`src/rtl/wash_cycle_ctrl.sv`:
```
// -----------------------------------------------------------------------------
// wash_cycle_ctrl
//
// Washing-machine phase sequencer:
//   FILL -> WASH -> RINSE [-> WASH -> RINSE]*passes -> SPIN -> DONE
//
// Phase lengths are given in seconds. A prescaler turns clock cycles into
// one-second ticks. The number of cycles per second is SEC_DIV << clk_freq,
// and it is captured when a cycle starts. The number of extra wash/rinse
// passes is also captured at start, clamped to MAX_EXTRA.
//
// Ports
//   clk           clock
//   rst_n         asynchronous active-low reset
//   clk_freq      clock-rate select, captured on start
//   coin_in       start request (level), honoured only in IDLE/DONE
//   extra_washes  extra wash+rinse passes, captured on start
//   timer_pause   freezes the sequencer while high (busy phases only)
//   abort         cancels the cycle; wins over pause and coin_in
//   busy          high in FILL/WASH/RINSE/SPIN
//   wash_done     high while in DONE
//   phase         0 IDLE, 1 FILL, 2 WASH, 3 RINSE, 4 SPIN, 5 DONE
//   sec_left      whole seconds left in the current phase, 0 in IDLE/DONE
//
// All outputs come straight from registers.
// -----------------------------------------------------------------------------
module wash_cycle_ctrl #(
  parameter int SEC_DIV   = 1_000_000,
  parameter int FILL_S    = 120,
  parameter int WASH_S    = 300,
  parameter int RINSE_S   = 120,
  parameter int SPIN_S    = 60,
  parameter int MAX_EXTRA = 3,
  parameter int TIME_W    = 16
) (
  input  logic              clk,
  input  logic              rst_n,
  input  logic [1:0]        clk_freq,
  input  logic              coin_in,
  input  logic [1:0]        extra_washes,
  input  logic              timer_pause,
  input  logic              abort,
  output logic              busy,
  output logic              wash_done,
  output logic [2:0]        phase,
  output logic [TIME_W-1:0] sec_left
);

  // The largest divider is SEC_DIV*8. The prescaler only has to reach
  // divider-1, so $clog2(SEC_DIV*8) bits always suffice. Storing divider-1
  // rather than the divider keeps that register the same width.
  localparam int PRE_W = $clog2(SEC_DIV * 8);

  localparam logic [2:0] ST_IDLE  = 3'd0;
  localparam logic [2:0] ST_FILL  = 3'd1;
  localparam logic [2:0] ST_WASH  = 3'd2;
  localparam logic [2:0] ST_RINSE = 3'd3;
  localparam logic [2:0] ST_SPIN  = 3'd4;
  localparam logic [2:0] ST_DONE  = 3'd5;

  localparam logic [TIME_W-1:0] FILL_T  = TIME_W'(FILL_S);
  localparam logic [TIME_W-1:0] WASH_T  = TIME_W'(WASH_S);
  localparam logic [TIME_W-1:0] RINSE_T = TIME_W'(RINSE_S);
  localparam logic [TIME_W-1:0] SPIN_T  = TIME_W'(SPIN_S);

  // The pass counter is as wide as extra_washes, so any clamp above 3 is moot.
  localparam logic [1:0] MAX_PASS = (MAX_EXTRA > 3) ? 2'd3 : 2'(MAX_EXTRA);

  // ---------------------------------------------------------------------------
  // Registers
  // ---------------------------------------------------------------------------
  logic [2:0]        state_reg,  state_next;
  logic [PRE_W-1:0]  pre_reg,    pre_next;
  logic [TIME_W-1:0] sec_reg,    sec_next;
  logic [1:0]        pass_reg,   pass_next;
  logic [PRE_W-1:0]  div_m1_reg, div_m1_next;
  logic              busy_reg,   busy_next;
  logic              done_reg,   done_next;

  logic              tick;

  // ---------------------------------------------------------------------------
  // Divider table: one terminal count (divider-1) per clk_freq setting.
  // ---------------------------------------------------------------------------
  logic [PRE_W-1:0] div_tab [4];

  genvar gi;
  generate
    for (gi = 0; gi < 4; gi++) begin : g_div
      assign div_tab[gi] = PRE_W'((SEC_DIV << gi) - 1);
    end
  endgenerate

  // Seconds to load when a phase is entered. DONE and IDLE show zero.
  function automatic logic [TIME_W-1:0] phase_len(input logic [2:0] st);
    logic [TIME_W-1:0] len;
    len = '0;
    case (st)
      ST_FILL:  len = FILL_T;
      ST_WASH:  len = WASH_T;
      ST_RINSE: len = RINSE_T;
      ST_SPIN:  len = SPIN_T;
      default:  len = '0;
    endcase
    return len;
  endfunction

  // ---------------------------------------------------------------------------
  // Next-state logic
  // ---------------------------------------------------------------------------
  always_comb begin
    state_next  = state_reg;
    pre_next    = pre_reg;
    sec_next    = sec_reg;
    pass_next   = pass_reg;
    div_m1_next = div_m1_reg;
    tick        = (pre_reg == div_m1_reg);

    if (abort) begin
      // Abort wins over everything, including pause and a pending coin.
      state_next  = ST_IDLE;
      pre_next    = '0;
      sec_next    = '0;
      pass_next   = '0;
      div_m1_next = '0;
    end else begin
      case (state_reg)
        ST_IDLE, ST_DONE: begin
          // Pause has no effect here, so a start is still accepted.
          if (coin_in) begin
            state_next  = ST_FILL;
            pre_next    = '0;
            sec_next    = FILL_T;
            div_m1_next = div_tab[clk_freq];
            pass_next   = (extra_washes > MAX_PASS) ? MAX_PASS : extra_washes;
          end
        end

        ST_FILL, ST_WASH, ST_RINSE, ST_SPIN: begin
          // A paused cycle changes nothing. That includes the cycle that
          // would have produced a tick, so the tick simply moves later.
          if (!timer_pause) begin
            if (!tick) begin
              pre_next = pre_reg + PRE_W'(1);
            end else begin
              pre_next = '0;
              if (sec_reg > TIME_W'(1)) begin
                sec_next = sec_reg - TIME_W'(1);
              end else begin
                // The last second of the phase has expired. The next phase
                // and its full duration load on this same edge, so every
                // phase lasts exactly seconds*divider unpaused cycles.
                case (state_reg)
                  ST_FILL: state_next = ST_WASH;
                  ST_WASH: state_next = ST_RINSE;
                  ST_RINSE: begin
                    if (pass_reg != 2'd0) begin
                      state_next = ST_WASH;
                      pass_next  = pass_reg - 2'd1;
                    end else begin
                      state_next = ST_SPIN;
                    end
                  end
                  default: state_next = ST_DONE;
                endcase
                sec_next = phase_len(state_next);
              end
            end
          end
        end

        default: begin
          // Unused encodings fall back to a clean idle.
          state_next  = ST_IDLE;
          pre_next    = '0;
          sec_next    = '0;
          pass_next   = '0;
          div_m1_next = '0;
        end
      endcase
    end

    // Status flags are decoded from the next state so that they stay
    // registered and line up with phase.
    busy_next = (state_next == ST_FILL)  || (state_next == ST_WASH) ||
                (state_next == ST_RINSE) || (state_next == ST_SPIN);
    done_next = (state_next == ST_DONE);
  end

  // ---------------------------------------------------------------------------
  // State registers
  // ---------------------------------------------------------------------------
  always_ff @(posedge clk or negedge rst_n) begin
    if (!rst_n) begin
      state_reg  <= ST_IDLE;
      pre_reg    <= '0;
      sec_reg    <= '0;
      pass_reg   <= '0;
      div_m1_reg <= '0;
      busy_reg   <= 1'b0;
      done_reg   <= 1'b0;
    end else begin
      state_reg  <= state_next;
      pre_reg    <= pre_next;
      sec_reg    <= sec_next;
      pass_reg   <= pass_next;
      div_m1_reg <= div_m1_next;
      busy_reg   <= busy_next;
      done_reg   <= done_next;
    end
  end

  assign busy      = busy_reg;
  assign wash_done = done_reg;
  assign phase     = state_reg;
  assign sec_left  = sec_reg;

endmodule

```
`config.mk`:
```
export PLATFORM = sky130hd
export DESIGN_NAME = wash_cycle_ctrl
export DESIGN_NICKNAME = d
export VERILOG_FILES = /design/src/rtl/wash_cycle_ctrl.sv
export SDC_FILE = /design/constraint.sdc
export NUM_CORES = 1
export LEC_CHECK = 0
export ABC_AREA = 1
export CORE_MARGIN = 2
export CORE_UTILIZATION = 50
export DETAILED_ROUTE_END_ITERATION = 12
export PLACE_DENSITY = 0.7
export REMOVE_ABC_BUFFERS = 1
export SYNTH_ARGS = -nofsm -noshare
export SYNTH_HDL_FRONTEND = slang
export SYNTH_SLANG_ARGS = --single-unit
export TNS_END_PERCENT = 30
```
`constraint.sdc`:
```
create_clock -name clk -period 3.35 [get_ports clk]
set_input_delay 0.67 -clock clk [delete_from_list [all_inputs] [get_ports clk]]
set_output_delay 0.67 -clock clk [all_outputs]
set_load 0.02 [all_outputs]
```
==> results.toml <==
[status]
result_of_the_run = "completed"

[clocking]
tritoncts = "done"
buffer_type_at_the_clock_tree_root = "sky130_fd_sc_hd__clkbuf_8"
cts.hold.buffers_added = 0
cts-resized-gates = 0
cts.path.max_buffers = 2
clock_latency_on_the_worst_skew_pair_ps = 310
htree_num_levels = 2
cts_inserted_buffers = 5
clk_pin_slew_ps = 100
clock_sinks = 56
cts_post_setup_buffers_inserted = 0

[drt]
routed-via-count = 3526
viasPerCell = 5.351
drc = 0
wire_per_inst_um = 14.61
wirelength_um = 9626
drtAntennaViolNets = 0
drt-pass1-iter-count = 5
detail_route.iter0.violations = 304

[synthesis]
synth.cells.most_frequent = "sky130_fd_sc_hd__nand2_1, sky130_fd_sc_hd__nor2_1, sky130_fd_sc_hd__inv_1"
synth-warning-count = 0
synth_cell_types = 42
post_synth_design_cell_area_mm2 = 0.003711
synth.yosys.seq_area_share_pct = 37.76
synth_enable_flop_cells = 0
cell_with_the_most_instances_after_synthesis = "sky130_fd_sc_hd__nand2_1"
syn_inst = 530
yosys_register_bits = 56
post_synth.cell_area_avg_um2 = 7.002
yosys.area.top_type = "sky130_fd_sc_hd__dfrtp_1"
yosys.area.top_type_share_pct = 37.76
async_flop_share_pct = 100.0
synth_top_flop_cell = "sky130_fd_sc_hd__dfrtp_1"
ys_top_cells_by_area = "sky130_fd_sc_hd__dfrtp_1, sky130_fd_sc_hd__nand2_1, sky130_fd_sc_hd__nor2_1"

[worst_setup_path]
cells_along_the_critical_path = "clkdlybuf4s50_1 -> nor2_4 -> inv_1 -> nand2_1 -> inv_1 -> nand2_1 -> o32ai_1"
critical_path_arrival_ps = 2480
worst_path_buffer_plus_inverter_count = 3
ff2ff_path_depth = 12
critical-path-slowest-cell = "sky130_fd_sc_hd__clkdlybuf4s50_1"
timing.critical_path.fanout_max = 12
worst_ep_required_time_ps = 3560
setup.worst_path.end_class = "flop"
critPathTopFamily = "buffers and inverters"
critical-path-max-stage-delay_ps = 610
critical_path_class = "in -> reg"
cp_num_cells = 7
critical_path.startpoint_type = "input pin"

[sta]
final_period_minus_worst_setup_slack_ps = 2266
hold_viol_final = 0
final_max_slew_viol_count = 0
totalNegativeSetupSlack_ps = 0
timing.final.crit_share_pct = 67.64
setup-violations-final = 0
hold-worst-slack_ps = 561.3
maxSlewHeadroom_pct = 25.98
clock_skew_ps = 6.176
rsz0062_at_grt = "false"
maximum_achievable_frequency_mhz = 441.3
final_critical_path_setup_slack_ps = 1084
tightestPinTransition_ps = 1110

[finish]
areaGrowthSynthToFinish_pct = 11.50
postLayoutCellArea_mm2 = 0.004138
final_cell_count_no_fill = 659
number_of_filler_instances_in_the_final_layout = 721
num-nets-final = 572
ff_latch_area_mm2 = 0.001401
insertedDiodeCount = 0
postLayoutCoreUtil_pct = 57.35
final_layout_size_suffix_gt1_share_pct = 7.500
multi_input_comb_area_mm2 = 0.001944
largest_register_ffs = 23

[global_routing]
first_global_vias = 3432
grt_start_max_net_pins = 50
track_usage_pct = 24.57
gr-total-overflow = 0
antenna_found_initial = 0
first_pass_grt_wire_length_um = 16370

[min_path]
timing.hold.worst.class = "in -> async"

[pwr]
clock_power_share_pct = 18.4
vdd_ir_drop_max_v = 0.0003535
design_power_total_mw = 2.154
power_density_mw_per_mm2 = 520.5
internal_power_mw = 1.257
power_leakage_nw = 1.922
switching_share_pct = 41.63
power.share.sequential_pct = 39.3
netSwitchingPower_mw = 0.8966
power.share.combinational_pct = 42.3

[job]
max_cap_viols = 0

[die]
chipWidth_um = 90.15
starting_density_pct = 51.44
ioPinCount = 30
placement_rows = 31
core_ar_mm2 = 0.007214
die_y_um = 90.15
design.die.area_mm2 = 0.008127

[place]
port_buffers = 29
detailedPlacementHpwl_um = 7299
globalplace.congestion = 0.9530
placed_cell_area_mm2 = 0.004048
place_ws_ps = 791.5
dpl.cell_count = 651
power by group through the flow:
stage	sequential [mW]	combinational, mW	clock (mW)
3_3_place_gp	0.856	0.902	0
5_1_grt	0.859	1.03	0.427
3_5_place_dp	0.857	0.906	0
6_report	0.846	0.911	0.396
4_1_cts	0.844	0.912	0.405
2_1_floorplan	0.902	0.562	0
layout by cell type, fill, tap and decap left out, types with 2 or more instances in the layout:
cell type                         Yosys  final
sky130_fd_sc_hd__o21ai_1              8      8
sky130_fd_sc_hd__nor2_4               4      4
sky130_fd_sc_hd__nand2_2              4      4
sky130_fd_sc_hd__dfrtp_1             56     56
sky130_fd_sc_hd__nand2_4              2      2
sky130_fd_sc_hd__nor4_1               3      3
sky130_fd_sc_hd__clkbuf_1             1      2
sky130_fd_sc_hd__nor3b_2              2      2
sky130_fd_sc_hd__nor3_2               6      6
sky130_fd_sc_hd__a21oi_1             16     16
sky130_fd_sc_hd__nand3b_1             2      2
sky130_fd_sc_hd__inv_2                4      4
sky130_fd_sc_hd__nor3_1              15     15
sky130_fd_sc_hd__clkbuf_8             0      6
sky130_fd_sc_hd__xor2_1              10     10
sky130_fd_sc_hd__o21ai_0             25     25
sky130_fd_sc_hd__nor2_2               5      5
sky130_fd_sc_hd__nand4_1              9      9
sky130_fd_sc_hd__nand3_1             25     25
sky130_fd_sc_hd__inv_1               67     67
sky130_fd_sc_hd__o32ai_1              2      2
sky130_fd_sc_hd__nand2_1            157    157
sky130_fd_sc_hd__clkdlybuf4s50_1      0     28
sky130_fd_sc_hd__nor2_1              71     71
sky130_fd_sc_hd__ha_1                 4      4
sky130_fd_sc_hd__a31oi_1              4      4
sky130_fd_sc_hd__o22ai_1              7      7
layout make-up:
type,count,share of cell area [%]
Clock buffer,8,2.177
Inverter,74,6.894
Multi-Input combinational cell,392,46.99
Sequential cell,56,33.87
Tap cell,99,2.994
Timing Repair Buffer,30,7.076
kinds of logic (layout without fill, tap and decap cells):
| kind of cell | count (synthesis) | in the layout | synth area share (%) |
|---|---|---|---|
| compound gates | 68 | 68 | 10.38 |
| xor+xnor | 11 | 11 | 2.596 |
| fa+ha+maj | 4 | 4 | 1.349 |
| buf+inv | 82 | 112 | 9.844 |
| flops | 56 | 56 | 37.76 |
| simple gates | 309 | 309 | 38.06 |
per-layer routing:
layer | vias up | share of wire [%] | track usage, %
met3 | 18 | 5.5 | 3.604
li1 | 1754 | - | -
met4 | 0 | 1.9 | 7.051
met2 | 126 | 48 | 42.17
met1 | 1628 | 45 | 32.35
met5 | - | 0 | 0
path summary, 6_finish.rpt:
kind	from	to	slack, ps
worst min-delay path	rst_n	pre_reg[19]	560
min in group clk	sec_left[9]	sec_left[9]	560
worst min register to register	sec_left[9]	sec_left[9]	560
worst max-delay path	abort	div_m1_reg[11]	1080
worst max register to register	pre_reg[8]	sec_left[8]	1110
max in group asynchronous	rst_n	sec_left[5]	2030
(Power assumes the default switching activity.)
